File: src/rtl/imm_gen_pipe_if.sv
// Handshake bundle for imm_gen_pipe: decode-side input and immediate-side output.
// The illegal field exists only when IMM_GEN_ILLEGAL_EN is defined.
interface imm_gen_pipe_if #(
  parameter int XLEN  = 64,
  parameter int TAG_W = 32
);
  logic             in_valid;
  logic             in_ready;
  logic [31:0]      ins;
  logic [TAG_W-1:0] in_tag;
  logic             out_valid;
  logic             out_ready;
  logic [XLEN-1:0]  imm;
  logic [2:0]       fmt;
  logic [TAG_W-1:0] out_tag;
`ifdef IMM_GEN_ILLEGAL_EN
  logic             illegal;

  modport master (output in_valid, ins, in_tag, out_ready,
                  input  in_ready, out_valid, imm, fmt, out_tag, illegal);
  modport slave  (input  in_valid, ins, in_tag, out_ready,
                  output in_ready, out_valid, imm, fmt, out_tag, illegal);
`else
  modport master (output in_valid, ins, in_tag, out_ready,
                  input  in_ready, out_valid, imm, fmt, out_tag);
  modport slave  (input  in_valid, ins, in_tag, out_ready,
                  output in_ready, out_valid, imm, fmt, out_tag);
`endif
endinterface

File: src/rtl/imm_gen_pipe.sv
// Pipelined RV immediate generator (I/S/B/U/J) behind a 2-entry skid buffer.
// Optional macro IMM_GEN_ILLEGAL_EN adds a registered illegal-encoding flag.
module imm_gen_pipe #(
  parameter int XLEN  = 64,
  parameter int TAG_W = 32
) (
  input  logic        clk,
  input  logic        reset,
  input  logic        flush,
  imm_gen_pipe_if.slave bus
);
  localparam logic [2:0] FMT_NONE = 3'd0;
  localparam logic [2:0] FMT_I    = 3'd1;
  localparam logic [2:0] FMT_S    = 3'd2;
  localparam logic [2:0] FMT_B    = 3'd3;
  localparam logic [2:0] FMT_U    = 3'd4;
  localparam logic [2:0] FMT_J    = 3'd5;

  function automatic logic [2:0] dec_fmt(input logic [6:0] op);
    case (op)
      7'b0000011, 7'b0010011, 7'b0011011,
      7'b1100111, 7'b1110011: dec_fmt = FMT_I;
      7'b0100011:             dec_fmt = FMT_S;
      7'b1100011:             dec_fmt = FMT_B;
      7'b0110111, 7'b0010111: dec_fmt = FMT_U;
      7'b1101111:             dec_fmt = FMT_J;
      default:                dec_fmt = FMT_NONE;
    endcase
  endfunction

  // Build the 32-bit signed immediate, then sign-extend through a signed cast.
  function automatic logic signed [XLEN-1:0] dec_imm(input logic [31:0] ins,
                                                     input logic [2:0]  f);
    logic signed [31:0] imm32;
    case (f)
      FMT_I:   imm32 = {{20{ins[31]}}, ins[31:20]};
      FMT_S:   imm32 = {{20{ins[31]}}, ins[31:25], ins[11:7]};
      FMT_B:   imm32 = {{19{ins[31]}}, ins[31], ins[7], ins[30:25], ins[11:8], 1'b0};
      FMT_U:   imm32 = {ins[31:12], 12'b0};
      FMT_J:   imm32 = {{11{ins[31]}}, ins[31], ins[19:12], ins[20], ins[30:21], 1'b0};
      default: imm32 = '0;
    endcase
    return XLEN'(imm32);
  endfunction

  logic [2:0]              raw_fmt;
  logic [2:0]              dec_fmt_w;
  logic signed [XLEN-1:0]  dec_imm_w;
  logic                    dec_ill_w;

  assign raw_fmt = dec_fmt(bus.ins[6:0]);
`ifdef IMM_GEN_ILLEGAL_EN
  assign dec_ill_w = (raw_fmt == FMT_NONE) || (bus.ins[1:0] != 2'b11);
`else
  assign dec_ill_w = 1'b0;
`endif
  assign dec_fmt_w = dec_ill_w ? FMT_NONE : raw_fmt;
  assign dec_imm_w = dec_imm(bus.ins, dec_fmt_w);

  logic                   o_vld_q, o_vld_d, k_vld_q, k_vld_d;
  logic signed [XLEN-1:0] o_imm_q, o_imm_d, k_imm_q, k_imm_d;
  logic [2:0]             o_fmt_q, o_fmt_d, k_fmt_q, k_fmt_d;
  logic [TAG_W-1:0]       o_tag_q, o_tag_d, k_tag_q, k_tag_d;
  logic                   o_ill_q, o_ill_d, k_ill_q, k_ill_d;
  logic                   acc, xfer;

  assign acc  = bus.in_valid && !k_vld_q;
  assign xfer = o_vld_q && bus.out_ready;

  // Priority: flush, drain skid, load output, park in skid, retire output.
  always_comb begin
    o_vld_d = o_vld_q;  o_imm_d = o_imm_q;  o_fmt_d = o_fmt_q;
    o_tag_d = o_tag_q;  o_ill_d = o_ill_q;
    k_vld_d = k_vld_q;  k_imm_d = k_imm_q;  k_fmt_d = k_fmt_q;
    k_tag_d = k_tag_q;  k_ill_d = k_ill_q;
    if (flush) begin
      o_vld_d = 1'b0;
      k_vld_d = 1'b0;
    end else if (k_vld_q && xfer) begin
      o_imm_d = k_imm_q;  o_fmt_d = k_fmt_q;
      o_tag_d = k_tag_q;  o_ill_d = k_ill_q;
      k_vld_d = 1'b0;
    end else if (acc && (!o_vld_q || xfer)) begin
      o_vld_d = 1'b1;       o_imm_d = dec_imm_w;  o_fmt_d = dec_fmt_w;
      o_tag_d = bus.in_tag; o_ill_d = dec_ill_w;
    end else if (acc) begin
      k_vld_d = 1'b1;       k_imm_d = dec_imm_w;  k_fmt_d = dec_fmt_w;
      k_tag_d = bus.in_tag; k_ill_d = dec_ill_w;
    end else if (xfer) begin
      o_vld_d = 1'b0;
    end
  end

  always_ff @(posedge clk) begin
    if (reset) begin
      o_vld_q <= 1'b0;
      k_vld_q <= 1'b0;
      o_imm_q <= '0;
      o_fmt_q <= '0;
      o_tag_q <= '0;
      o_ill_q <= 1'b0;
    end else begin
      o_vld_q <= o_vld_d;
      k_vld_q <= k_vld_d;
      o_imm_q <= o_imm_d;
      o_fmt_q <= o_fmt_d;
      o_tag_q <= o_tag_d;
      o_ill_q <= o_ill_d;
    end
  end

  // Skid payload is only meaningful while k_vld_q is set.
  always_ff @(posedge clk) begin
    k_imm_q <= k_imm_d;
    k_fmt_q <= k_fmt_d;
    k_tag_q <= k_tag_d;
    k_ill_q <= k_ill_d;
  end

  assign bus.in_ready  = !k_vld_q;
  assign bus.out_valid = o_vld_q;
  assign bus.imm       = o_imm_q;
  assign bus.fmt       = o_fmt_q;
  assign bus.out_tag   = o_tag_q;
`ifdef IMM_GEN_ILLEGAL_EN
  assign bus.illegal   = o_ill_q;
`else
  logic unused_ill;
  assign unused_ill = o_ill_q ^ dec_ill_w;
`endif
endmodule

File: src/flat_wrapper.sv
// flat-port wrapper written by rule: the top's interface ports become plain ports
module imm_gen_pipe_flat 
#(
  parameter int XLEN  = 64,
  parameter int TAG_W = 32
)
  (clk, reset, flush, bus_in_valid, bus_ins, bus_in_tag, bus_out_ready, bus_in_ready, bus_out_valid, bus_imm, bus_fmt, bus_out_tag);
  imm_gen_pipe_if #(.XLEN(XLEN), .TAG_W(TAG_W)) bus_i ();
  input  logic clk;
  input  logic reset;
  input  logic flush;
  input wire logic [$bits(bus_i.in_valid)-1:0] bus_in_valid;
  input wire logic [$bits(bus_i.ins)-1:0] bus_ins;
  input wire logic [$bits(bus_i.in_tag)-1:0] bus_in_tag;
  input wire logic [$bits(bus_i.out_ready)-1:0] bus_out_ready;
  output wire logic [$bits(bus_i.in_ready)-1:0] bus_in_ready;
  output wire logic [$bits(bus_i.out_valid)-1:0] bus_out_valid;
  output wire logic [$bits(bus_i.imm)-1:0] bus_imm;
  output wire logic [$bits(bus_i.fmt)-1:0] bus_fmt;
  output wire logic [$bits(bus_i.out_tag)-1:0] bus_out_tag;
  assign bus_i.in_valid = bus_in_valid;
  assign bus_i.ins = bus_ins;
  assign bus_i.in_tag = bus_in_tag;
  assign bus_i.out_ready = bus_out_ready;
  assign bus_in_ready = bus_i.in_ready;
  assign bus_out_valid = bus_i.out_valid;
  assign bus_imm = bus_i.imm;
  assign bus_fmt = bus_i.fmt;
  assign bus_out_tag = bus_i.out_tag;
  imm_gen_pipe #(.XLEN(XLEN), .TAG_W(TAG_W)) u_core (.clk(clk), .reset(reset), .flush(flush), .bus(bus_i));
endmodule
File: config.mk
export PLATFORM = sky130hd
export DESIGN_NAME = imm_gen_pipe_flat
export DESIGN_NICKNAME = d
export VERILOG_FILES = /design/src/rtl/imm_gen_pipe_if.sv /design/src/rtl/imm_gen_pipe.sv /design/src/flat_wrapper.sv
export SDC_FILE = /design/constraint.sdc
export NUM_CORES = 1
export LEC_CHECK = 0
export BUFFER_PORTS_ARGS = -buffer_cell sky130_fd_sc_hd__buf_2
export CAP_MARGIN = 25
export CORE_AREA = 2 2 117 119
export DETAILED_ROUTE_END_ITERATION = 10
export DIE_AREA = 0 0 119 121
export PLACE_DENSITY = 0.7
export SLEW_MARGIN = 10
export SYNTH_ARGS = -nofsm -noshare
export SYNTH_HDL_FRONTEND = slang
export SYNTH_SLANG_ARGS = --single-unit
File: constraint.sdc
create_clock -name clk -period 12 [get_ports clk]
set_input_delay 2.4 -clock clk [delete_from_list [all_inputs] [get_ports clk]]
set_output_delay 2.4 -clock clk [all_outputs]
set_load 0.05 [all_outputs]
==> metrics.cfg, run 1 <==
[floorplan]
fp.dieH_um = 121
die_x_um = 119
core.rowCount = 42
core_area_mm2 = 0.01309
die-area_mm2 = 0.01440
start_util_pct = 44.51
io_pins = 170

[logic_synthesis]
synthSimpleGateAreaFrac_pct = 18.05
syn_inst = 585
synth_seq_area_share_pct = 58.26
synth.top_cell.area_share_pct = 34.54
netlist_top_cells_count = nand2_1 (124), dfxtp_1 (69), edfxtp_1 (67), nor2_1 (62), buf_4 (34)
synth-adder-area-share_pct = 0
syn_nets = 654
yosysWarningCount = 0
syn-cell-area_mm2 = 0.005824
synth.top_cells.by_area = edfxtp_1 (35%), dfxtp_1 (24%), nand2_1 (8.0%)
synth_xor_area_share_pct = 0.1504
synth_top_family_by_area = simple AND/OR/NAND/NOR gates
syn_area_per_cell_um2 = 9.956
synth_compound_area_share_pct = 15.25
synth_seq_cells = 136
synth_mux_area_share_pct = 0.6874
synth_cell_types = 45
synth_area_leader_cell = edfxtp_1
synth.most_common_cell = nand2_1
async_reset_ff_share_pct = 0
ys.flop_type = dfxtp_1
synth_edf_count = 67

[clock_tree]
clock_latency_ns = 0.41
cts.sinks = 136
h-tree-depth = 4
cts_buffers = 17
cts_tree = yes
clk_path_buf_depth = 2
cts_resized = 0
cts.clk_slew.worst_paths_ns = 0.06
ctsHoldBuffers = 0
cts_root_buf = clkbuf_16
post_cts_buffers = 0

[global_route]
grt_pass1_vias = 4566
grt_max_degree = 91
grt_remaining_overflow = 0
grt_pass1_wl_mm = 22.67
antenna_found_initial = 0
gr-usage-all-layers_pct = 19.90

[power_and_ir_drop]
power_density_mw_per_mm2 = 158.3
fin_total_pwr_mw = 1.114
ir_drop_v = 0.0001042
p_leak_nw = 3.181

[routing]
routed-via-count = 4776
drt_iter0_markers = 432
wl_per_cell_um = 16.00
via_per_inst = 5.342
drc = 0
wirelength_mm = 14.31
dr.pass1.iters = 5
ant_nets = 0

[timing]
hold_slack_ns = 0.4535
clock.fmax_mhz = 246.8
rsz0062_at_grt = false
tightest_slew_ns = 0.9079
min_period_ns = 4.051
hold_viol_final = 0
fin_tns_setup_ns = 0
finalCritPeriodShare_pct = 33.76
skew_ns = 0.009582
setup_viol = 0
drv_slew = 0
maxSlewHeadroom_pct = 39.47

[worst_setup_path]
cp_slowest_cell = buf_4
r2r_end = u_core.bus.imm[24]$_SDFFE_PP0P_
end_kind = flip-flop
rr_worst_depth = 5
r2r_start = u_core.k_vld_q$_SDFFE_PP0P_
cp-start-kind = primary input
crit_path_max_fanout = 90
worstSetupPathType = primary input to flip-flop
crit_required_ns = 12.30
slowest_delay_ns = 0.72
rrSetupSlack_ns = 9.56
crit_chain = buf_2 > nand2_1 > a211oi_4 > buf_4 > nor2_1 > a21o_1
arrival_ns = 4.35

[final_layout]
finalInstanceArea_mm2 = 0.007034
final_core_util_pct = 53.76
diodes = 0
fillers = 1169
drive_above_1_share_pct = 29.11
layout.nets = 775
area_growth_pct = 20.77

[place]
post_dp_cell_area_mm2 = 0.006520
portBuffers = 169
place_congestion = 0.8151
post-dp-hpwl_mm = 9.162

[worst_hold_path]
hold_path.class = flip-flop to flip-flop
whs_path_depth = 1
whs_endpoint = u_core.bus.imm[25]$_SDFFE_PP0P_
hold_start = u_core.bus.imm[25]$_SDFFE_PP0P_

[outcome]
status = completed

[job]
maxCapViolations = 0

## per-stage QoR
step	setup slack, ns	std cells
final	7.949	894
after global routing	7.845	894
after CTS	7.983	894
after detailed placement	7.552	863
after global placement	7.681	863
after floorplan	1.931	585
## area by class of cell
cell class | instances | area [um2] | area share (%)
clock buffers | 26 | 489.2 | 6.955
clock inverters | 5 | 25.02 | 0.3557
inverters | 4 | 15.01 | 0.2134
multi-input cells | 372 | 2001 | 28.44
flip-flops and latches | 136 | 3393 | 48.24
well taps | 176 | 220.2 | 3.131
repair buffers | 175 | 890.9 | 12.66
## worst max-delay path, delay by kind of cell
family	cells	cell delay (ns)
AOI/OAI and AO/OA	2	0.49
and+or+nand+nor	2	0.53
buffers and inverters	2	0.86
## per-layer routing
metal	GRT usage, %	vias up	part of all wire, %	wire [um]
met5	0	-	0	0
met4	7.366	0	1.5	221
met1	26.79	2262	46	6529
met2	30.82	202	46	6570
li1	-	2291	-	-
met3	5.451	21	6.9	984
## state kept, by name (all words and copies together) (netlist names)
signal                count
u_core.k_fmt_q            3
u_core.bus.imm           32
u_core.k_imm_q           32
u_core.bus.out_tag       32
u_core.k_tag_q           32
u_core.bus.fmt            3
u_core.k_vld_q            1
u_core.bus.out_valid      1
## power breakdown
group	internal, mW	switching, mW
registers	0.500	0.00773
clock network	0.277	0.177
logic	0.0379	0.114
total	0.815	0.299
## kinds of logic after synthesis
| kind of cell | count (synthesis) |
|---|---|
| AND/OR/NAND/NOR | 245 |
| flip-flops | 136 |
| AO/OA/AOI/OAI | 122 |
| buffers and inverters | 77 |
| multiplexers | 4 |
| XOR/XNOR | 1 |
## how the worst max path moves through the flow
stage / startpoint / to / slack [ns] / depth (start not counted)
after floorplan: bus_in_valid / u_core.k_fmt_q[0]$_DFFE_PP_ / 1.93 / 2
after global placement: bus_out_ready / u_core.bus.imm[23]$_SDFFE_PP0P_ / 7.68 / 6
after detailed placement: bus_out_ready / u_core.bus.imm[23]$_SDFFE_PP0P_ / 7.55 / 6
after CTS: u_core.bus.imm[62]$_SDFFE_PP0P_ / bus_imm[53] / 7.98 / 1
after global routing: u_core.bus.imm[62]$_SDFFE_PP0P_ / bus_imm[42] / 7.84 / 1
final: bus_out_ready / u_core.bus.imm[24]$_SDFFE_PP0P_ / 7.95 / 6
## cell usage in the layout, fill, tap and decap left out, drive strengths merged, types with 7 or more instances in the layout
cell / count
nor3: 15
nor2: 62
a21oi: 12
or3: 8
a21o: 13
dfxtp: 69
and3: 7
a31oi: 19
o21ai: 19
clkbuf: 26
and2: 10
nand2: 124
buf: 175
a311oi: 32
nand3: 8
edfxtp: 67
No activity file was read; power rests on OpenSTA's default activity.
==> run 2: changes to the inputs <==
--- a/config.mk
+++ b/config.mk
@@ -5,11 +5,12 @@
 export SDC_FILE = /design/constraint.sdc
 export NUM_CORES = 1
 export LEC_CHECK = 0
+export ABC_AREA = 1
 export BUFFER_PORTS_ARGS = -buffer_cell sky130_fd_sc_hd__buf_2
 export CAP_MARGIN = 25
-export CORE_AREA = 2 2 117 119
+export CORE_AREA = 2 2 120 122
 export DETAILED_ROUTE_END_ITERATION = 10
-export DIE_AREA = 0 0 119 121
+export DIE_AREA = 0 0 122 124
 export PLACE_DENSITY = 0.7
 export SLEW_MARGIN = 10
 export SYNTH_ARGS = -nofsm -noshare
==> constraint.sdc (replaced) <==
create_clock -name clk -period 3.94 [get_ports clk]
set_input_delay 0.788 -clock clk [delete_from_list [all_inputs] [get_ports clk]]
set_output_delay 0.788 -clock clk [all_outputs]
set_load 0.05 [all_outputs]
==> run 2 against run 1 <==
Net effect:
- via count grew 9.1%
- die area grew 5.1%
- sequential share of layout area shrank 2.4 points
- critical path depth shrank 5
- combinational power grew to 3.0 times the previous value
- non-clock buffer count grew 2
- wire length grew 3.8%
- utilization grew 0.19 points
- final cell count grew 14%
==> metrics.cfg, run 2 <==
[worst_setup_path]
worst-path-buf-inv = 1
cp-start-kind = flip-flop
r2r_start = u_core.k_vld_q$_SDFFE_PP0P_
endpoint = bus_imm[31]
crit_cells = 1
rrSetupSlack_ns = 1.96
worstSetupPathType = flip-flop to primary output
crit_family = flip-flops
cp-startpoint = u_core.bus.imm[62]$_SDFFE_PP0P_
crit_required_ns = 3.15
rr_worst_depth = 7
slowest_delay_ns = 0.84
crit_path_max_fanout = 34
r2r_end = u_core.bus.out_tag[22]$_SDFFE_PP0P_
end_kind = primary output
crit_chain = buf_2
arrival_ns = 1.66
cp_slowest_cell = dfxtp_1

[routing]
drc = 0
routed-via-count = 5211
via_per_inst = 5.094
wirelength_mm = 14.85
drt_iter0_markers = 411
ant_nets = 0
dr.pass1.iters = 7
wl_per_cell_um = 14.52

[logic_synthesis]
synth.most_common_cell = nand2_1
synth.top_cells.by_area = edfxtp_1 (33%), dfxtp_1 (23%), nand2_1 (11%)
async_reset_ff_share_pct = 0
synth_seq_area_share_pct = 55.37
syn_nets = 781
synth_area_leader_cell = edfxtp_1
syn_inst = 712
syn-cell-area_mm2 = 0.006128
synth_seq_cells = 136
yosysWarningCount = 0
synth.top_cell.area_share_pct = 32.83
synth_cell_types = 26
ys.flop_type = dfxtp_1
netlist_top_cells_count = nand2_1 (183), dfxtp_1 (69), edfxtp_1 (67), nor2_1 (65), a21oi_1 (63)
synth_edf_count = 67
syn_area_per_cell_um2 = 8.607

[global_route]
grt_pass1_wl_mm = 22.97
grt_max_degree = 85
gr-usage-all-layers_pct = 19.71
grt_pass1_vias = 4551
antenna_found_initial = 0
grt_remaining_overflow = 0

[worst_hold_path]
hold_path.class = flip-flop to flip-flop
hold_start = u_core.bus.imm[11]$_SDFFE_PP0P_

[clock_tree]
cts_tree = yes
cts_resized = 0
cts.clk_slew.worst_paths_ns = 0.06
clk_path_buf_depth = 2
cts.sinks = 136
h-tree-depth = 4
clock_latency_ns = 0.42
cts_buffers = 17
cts_root_buf = clkbuf_16
post_cts_buffers = 0
ctsHoldBuffers = 0

[timing]
rsz0062_at_grt = false
drv_slew = 0
min_period_ns = 2.450
tightest_slew_ns = 0.9450
fin_tns_setup_ns = 0
maxSlewHeadroom_pct = 37.00
skew_ns = 0.006652
finalCritPeriodShare_pct = 62.19
hold_slack_ns = 0.4644
clock.fmax_mhz = 408.1
setup_viol = 0
hold_viol_final = 0

[floorplan]
start_util_pct = 44.67
core_area_mm2 = 0.01372
fp.dieH_um = 124
io_pins = 170
core.rowCount = 43
die-area_mm2 = 0.01513
die_x_um = 122

[final_layout]
instances_no_fill = 1023
final_cell_mix = nand2_1 (183), buf_2 (169), dfxtp_1 (69), edfxtp_1 (67), nor2_1 (65)
fillers = 1317
multiInputGateArea_mm2 = 0.002191
diodes = 0
layout.nets = 899
area_growth_pct = 20.76
finalInstanceArea_mm2 = 0.007401
drive_above_1_share_pct = 27.76
register_area_mm2 = 0.003393
mostFrequentLayoutCell = nand2_1

[outcome]
status = completed

[power_and_ir_drop]
p_leak_nw = 3.461
ir_drop_v = 0.0002850
power_density_mw_per_mm2 = 475.5
fin_total_pwr_mw = 3.519

[place]
portBuffers = 169
post-dp-hpwl_mm = 9.566
placed_cells = 991
post_dp_cell_area_mm2 = 0.006829
place_congestion = 0.8735

[job]
maxCapViolations = 0

-- run 2: changes by cell type after synthesis, moves of 6 or more --
cell and change:
nand2_1 +59, a21oi_1 +51, nand3_1 +39, o21ai_0 +37, a311oi_1 -32, inv_1 +20, nor3_1 -14, a21o_1 -13
a31oi_1 +13, and2_1 -10, nand2_2 +10, or3_1 -8, and3_1 -7, a221oi_1 -6
-- run 2: worst min-delay path by stage --
| stage | slack (ns) | depth (start not counted) | end |
|---|---|---|---|
| floorplan | 0.50 | 2 | u_core.bus.imm[12]$_SDFFE_PP0P_ |
| global placement | 0.45 | 2 | u_core.bus.imm[24]$_SDFFE_PP0P_ |
| detailed placement | 0.46 | 2 | u_core.bus.imm[24]$_SDFFE_PP0P_ |
| CTS | 0.46 | 2 | u_core.bus.imm[24]$_SDFFE_PP0P_ |
| global route | 0.49 | 2 | u_core.bus.imm[3]$_SDFFE_PP0P_ |
| finish | 0.46 | 2 | u_core.bus.imm[11]$_SDFFE_PP0P_ |
-- run 2: power breakdown --
group          switching [mW]  internal, mW
registers              0.0222          1.52
logic                   0.343         0.106
clock network           0.618         0.906
-- run 2: kinds of logic (layout without fill, tap and decap cells) --
kind of cell,count (synthesis),count (layout),synth area share (%)
flip-flops,136,136,55.37
buffers and inverters,105,236,9.269
AO/OA/AOI/OAI,155,155,13.41
AND/OR/NAND/NOR,316,316,21.95
-- run 2: per-stage QoR --
stage	setup WS (ns)	utilization [%]
2_1_floorplan	0.5463	-
3_3_place_gp	1.354	49.78
3_5_place_dp	1.308	49.78
4_1_cts	1.423	53.94
5_1_grt	1.261	53.94
6_report	1.490	53.94
-- run 2: routing by layer --
metal	up-vias	share of wire, %	global-route usage, %
li1	2604	-	-
met1	2393	45	25.26
met2	194	47	32.37
met3	20	6.9	5.174
met4	0	1.5	6.897
met5	-	0	0
-- run 2: layout make-up --
class | count | area share, %
sequential | 136 | 45.85
inverter | 27 | 1.369
timing repair buffer | 177 | 12.41
multi-input combinational | 471 | 29.60
clock inverter | 13 | 1.606
tap | 180 | 3.043
clock buffer | 19 | 6.120
==> run 3: changes to the inputs <==
==> constraint.sdc (replaced) <==
create_clock -name clk -period 2.6 [get_ports clk]
set_input_delay 0.52 -clock clk [delete_from_list [all_inputs] [get_ports clk]]
set_output_delay 0.52 -clock clk [all_outputs]
set_load 0.05 [all_outputs]
==> run 3 against run 2 <==
Net effect:
- final cell count rose by 0.20%
- critical path type unchanged
- hold slack worse by 0.17 ns
- global-route usage rose by 0.32 points
- sequential power is 51% higher
- utilization increased by 0.67 points
- sequential cell count is the same
- combinational power rose by 52%
- die area unchanged
- highest routed layer unchanged
- clock-buffer cell count is 6 higher
- design area increased by 1.2%
- non-clock buffer count rose by 2
- power increased by 58%
==> metrics.cfg, run 3 (same netlist as run 2, synthesis figures left out) <==
[outcome]
status = completed

[clock_tree]
h-tree-depth = 4
cts_resized = 0
clk_path_buf_depth = 2
cts.clk_slew.worst_paths_ns = 0.06
post_cts_buffers = 0
cts.sinks = 136
clock_latency_ns = 0.42
cts_buffers = 17
cts_root_buf = clkbuf_16
cts_tree = yes
ctsHoldBuffers = 0

[timing]
setup_viol = 0
fin_tns_setup_ns = 0
hold_viol_final = 0
finalCritPeriodShare_pct = 81.21
maxSlewHeadroom_pct = 51.51
rsz0062_at_grt = false
drv_slew = 0
tightest_slew_ns = 0.7264
min_period_ns = 2.111
clock.fmax_mhz = 473.6
skew_ns = 0.007782

[worst_setup_path]
worstSetupPathType = flip-flop to primary output
cp_slowest_cell = dfxtp_1
slowest_delay_ns = 0.78
worst-path-buf-inv = 1
crit_chain = buf_2
crit_path_max_fanout = 34
cp-start-kind = flip-flop
end_kind = primary output
crit_family = flip-flops
arrival_ns = 1.59
crit_required_ns = 2.08

[final_layout]
layout.nets = 901
drive_above_1_share_pct = 27.69
final_cell_mix = nand2_1 (183), buf_2 (169), dfxtp_1 (68), edfxtp_1 (67), nor2_1 (65)
mostFrequentLayoutCell = nand2_1
area_growth_pct = 22.25
multiInputGateArea_mm2 = 0.002191
instances_no_fill = 1025
register_area_mm2 = 0.003395
diodes = 0
finalInstanceArea_mm2 = 0.007492
fillers = 1264

[global_route]
grt_pass1_vias = 4624
gr-usage-all-layers_pct = 20.02
antenna_found_initial = 0
grt_remaining_overflow = 0
grt_max_degree = 62
top_usage_layer = met2
use_met3_pct = 4.396
met1_usage_pct = 26.90
grt_use_met2_pct = 31.95
grt_pass1_wl_mm = 23.42

[place]
portBuffers = 169
place_congestion = 0.8709
post-dp-hpwl_mm = 9.704
post_dp_cell_area_mm2 = 0.006863
placed_cells = 993

[routing]
drt_iter0_markers = 419
routed-via-count = 5123
wirelength_mm = 14.79
dr.pass1.iters = 5
ant_nets = 0
via_per_inst = 4.998
drc = 0
wl_per_cell_um = 14.43

[worst_hold_path]
hold_path.class = primary input to flip-flop

[floorplan]
core_area_mm2 = 0.01372
io_pins = 170
start_util_pct = 44.67
fp.dieH_um = 124
die_x_um = 122
die-area_mm2 = 0.01513
core.rowCount = 43

[power_and_ir_drop]
p_leak_nw = 3.500
power_density_mw_per_mm2 = 740.7
ir_drop_v = 0.0004253

[job]
maxCapViolations = 0

run 3: changes by cell type in the layout (fill, tap and decap cells not counted), sizes merged:
cell / previous run / this run
clkinv: 6 / 4
clkinvlp: 2 / 1
inv: 31 / 26
clkbuf: 19 / 25
buf: 177 / 179
bufinv: 1 / 3
run 3: where the power goes:
part	leakage [nW]	total, mW	internal (mW)	switching (mW)
clock	0.308	2.52	1.66	0.857
sequential	1.13	2.34	2.31	0.0343
combinational	2.06	0.686	0.164	0.522
run 3: layout make-up:
class,count,area share (%)
clock inverters,7,1.503
clock buffers,25,6.897
well taps,180,3.006
repair buffers,179,12.63
inverters,27,1.420
multi-input cells,471,29.24
flip-flops and latches,136,45.31
run 3: path summary, 6_finish.rpt:
path	start	end	slack, ns	cells past startpoint
min reg2reg	u_core.bus.imm[30]$_SDFFE_PP0P_	u_core.bus.imm[30]$_SDFFE_PP0P_	0.46	2
max	u_core.bus.imm[62]$_SDFFE_PP0P_	bus_imm[32]	0.49	1
min	bus_in_tag[29]	u_core.k_tag_q[29]$_DFFE_PP_	0.30	1
max reg2reg	u_core.k_vld_q$_SDFFE_PP0P_	u_core.bus.out_tag[3]$_SDFFE_PP0P_	0.82	5
run 3: metrics by stage:
step / worst slack, ns / total power, mW / util (%) / hold slack, ns
6_report: 0.4886 / 5.550 / 54.61 / 0.2950
5_1_grt: 0.3029 / 5.741 / 54.61 / 0.2847
4_1_cts: 0.4326 / 5.596 / 54.61 / 0.2766
3_5_place_dp: 0.4757 / 3.075 / 50.02 / 0.4539
3_3_place_gp: 0.5243 / 3.070 / 50.02 / 0.4529
2_1_floorplan: -0.3079 / 2.916 / - / 0.5023
run 3: metal layers:
metal | vias to the layer above | routed length (um)
li1 | 2597 | -
met1 | 2341 | 6906
met2 | 170 | 6888
met3 | 15 | 801
met4 | 0 | 194
met5 | - | 0
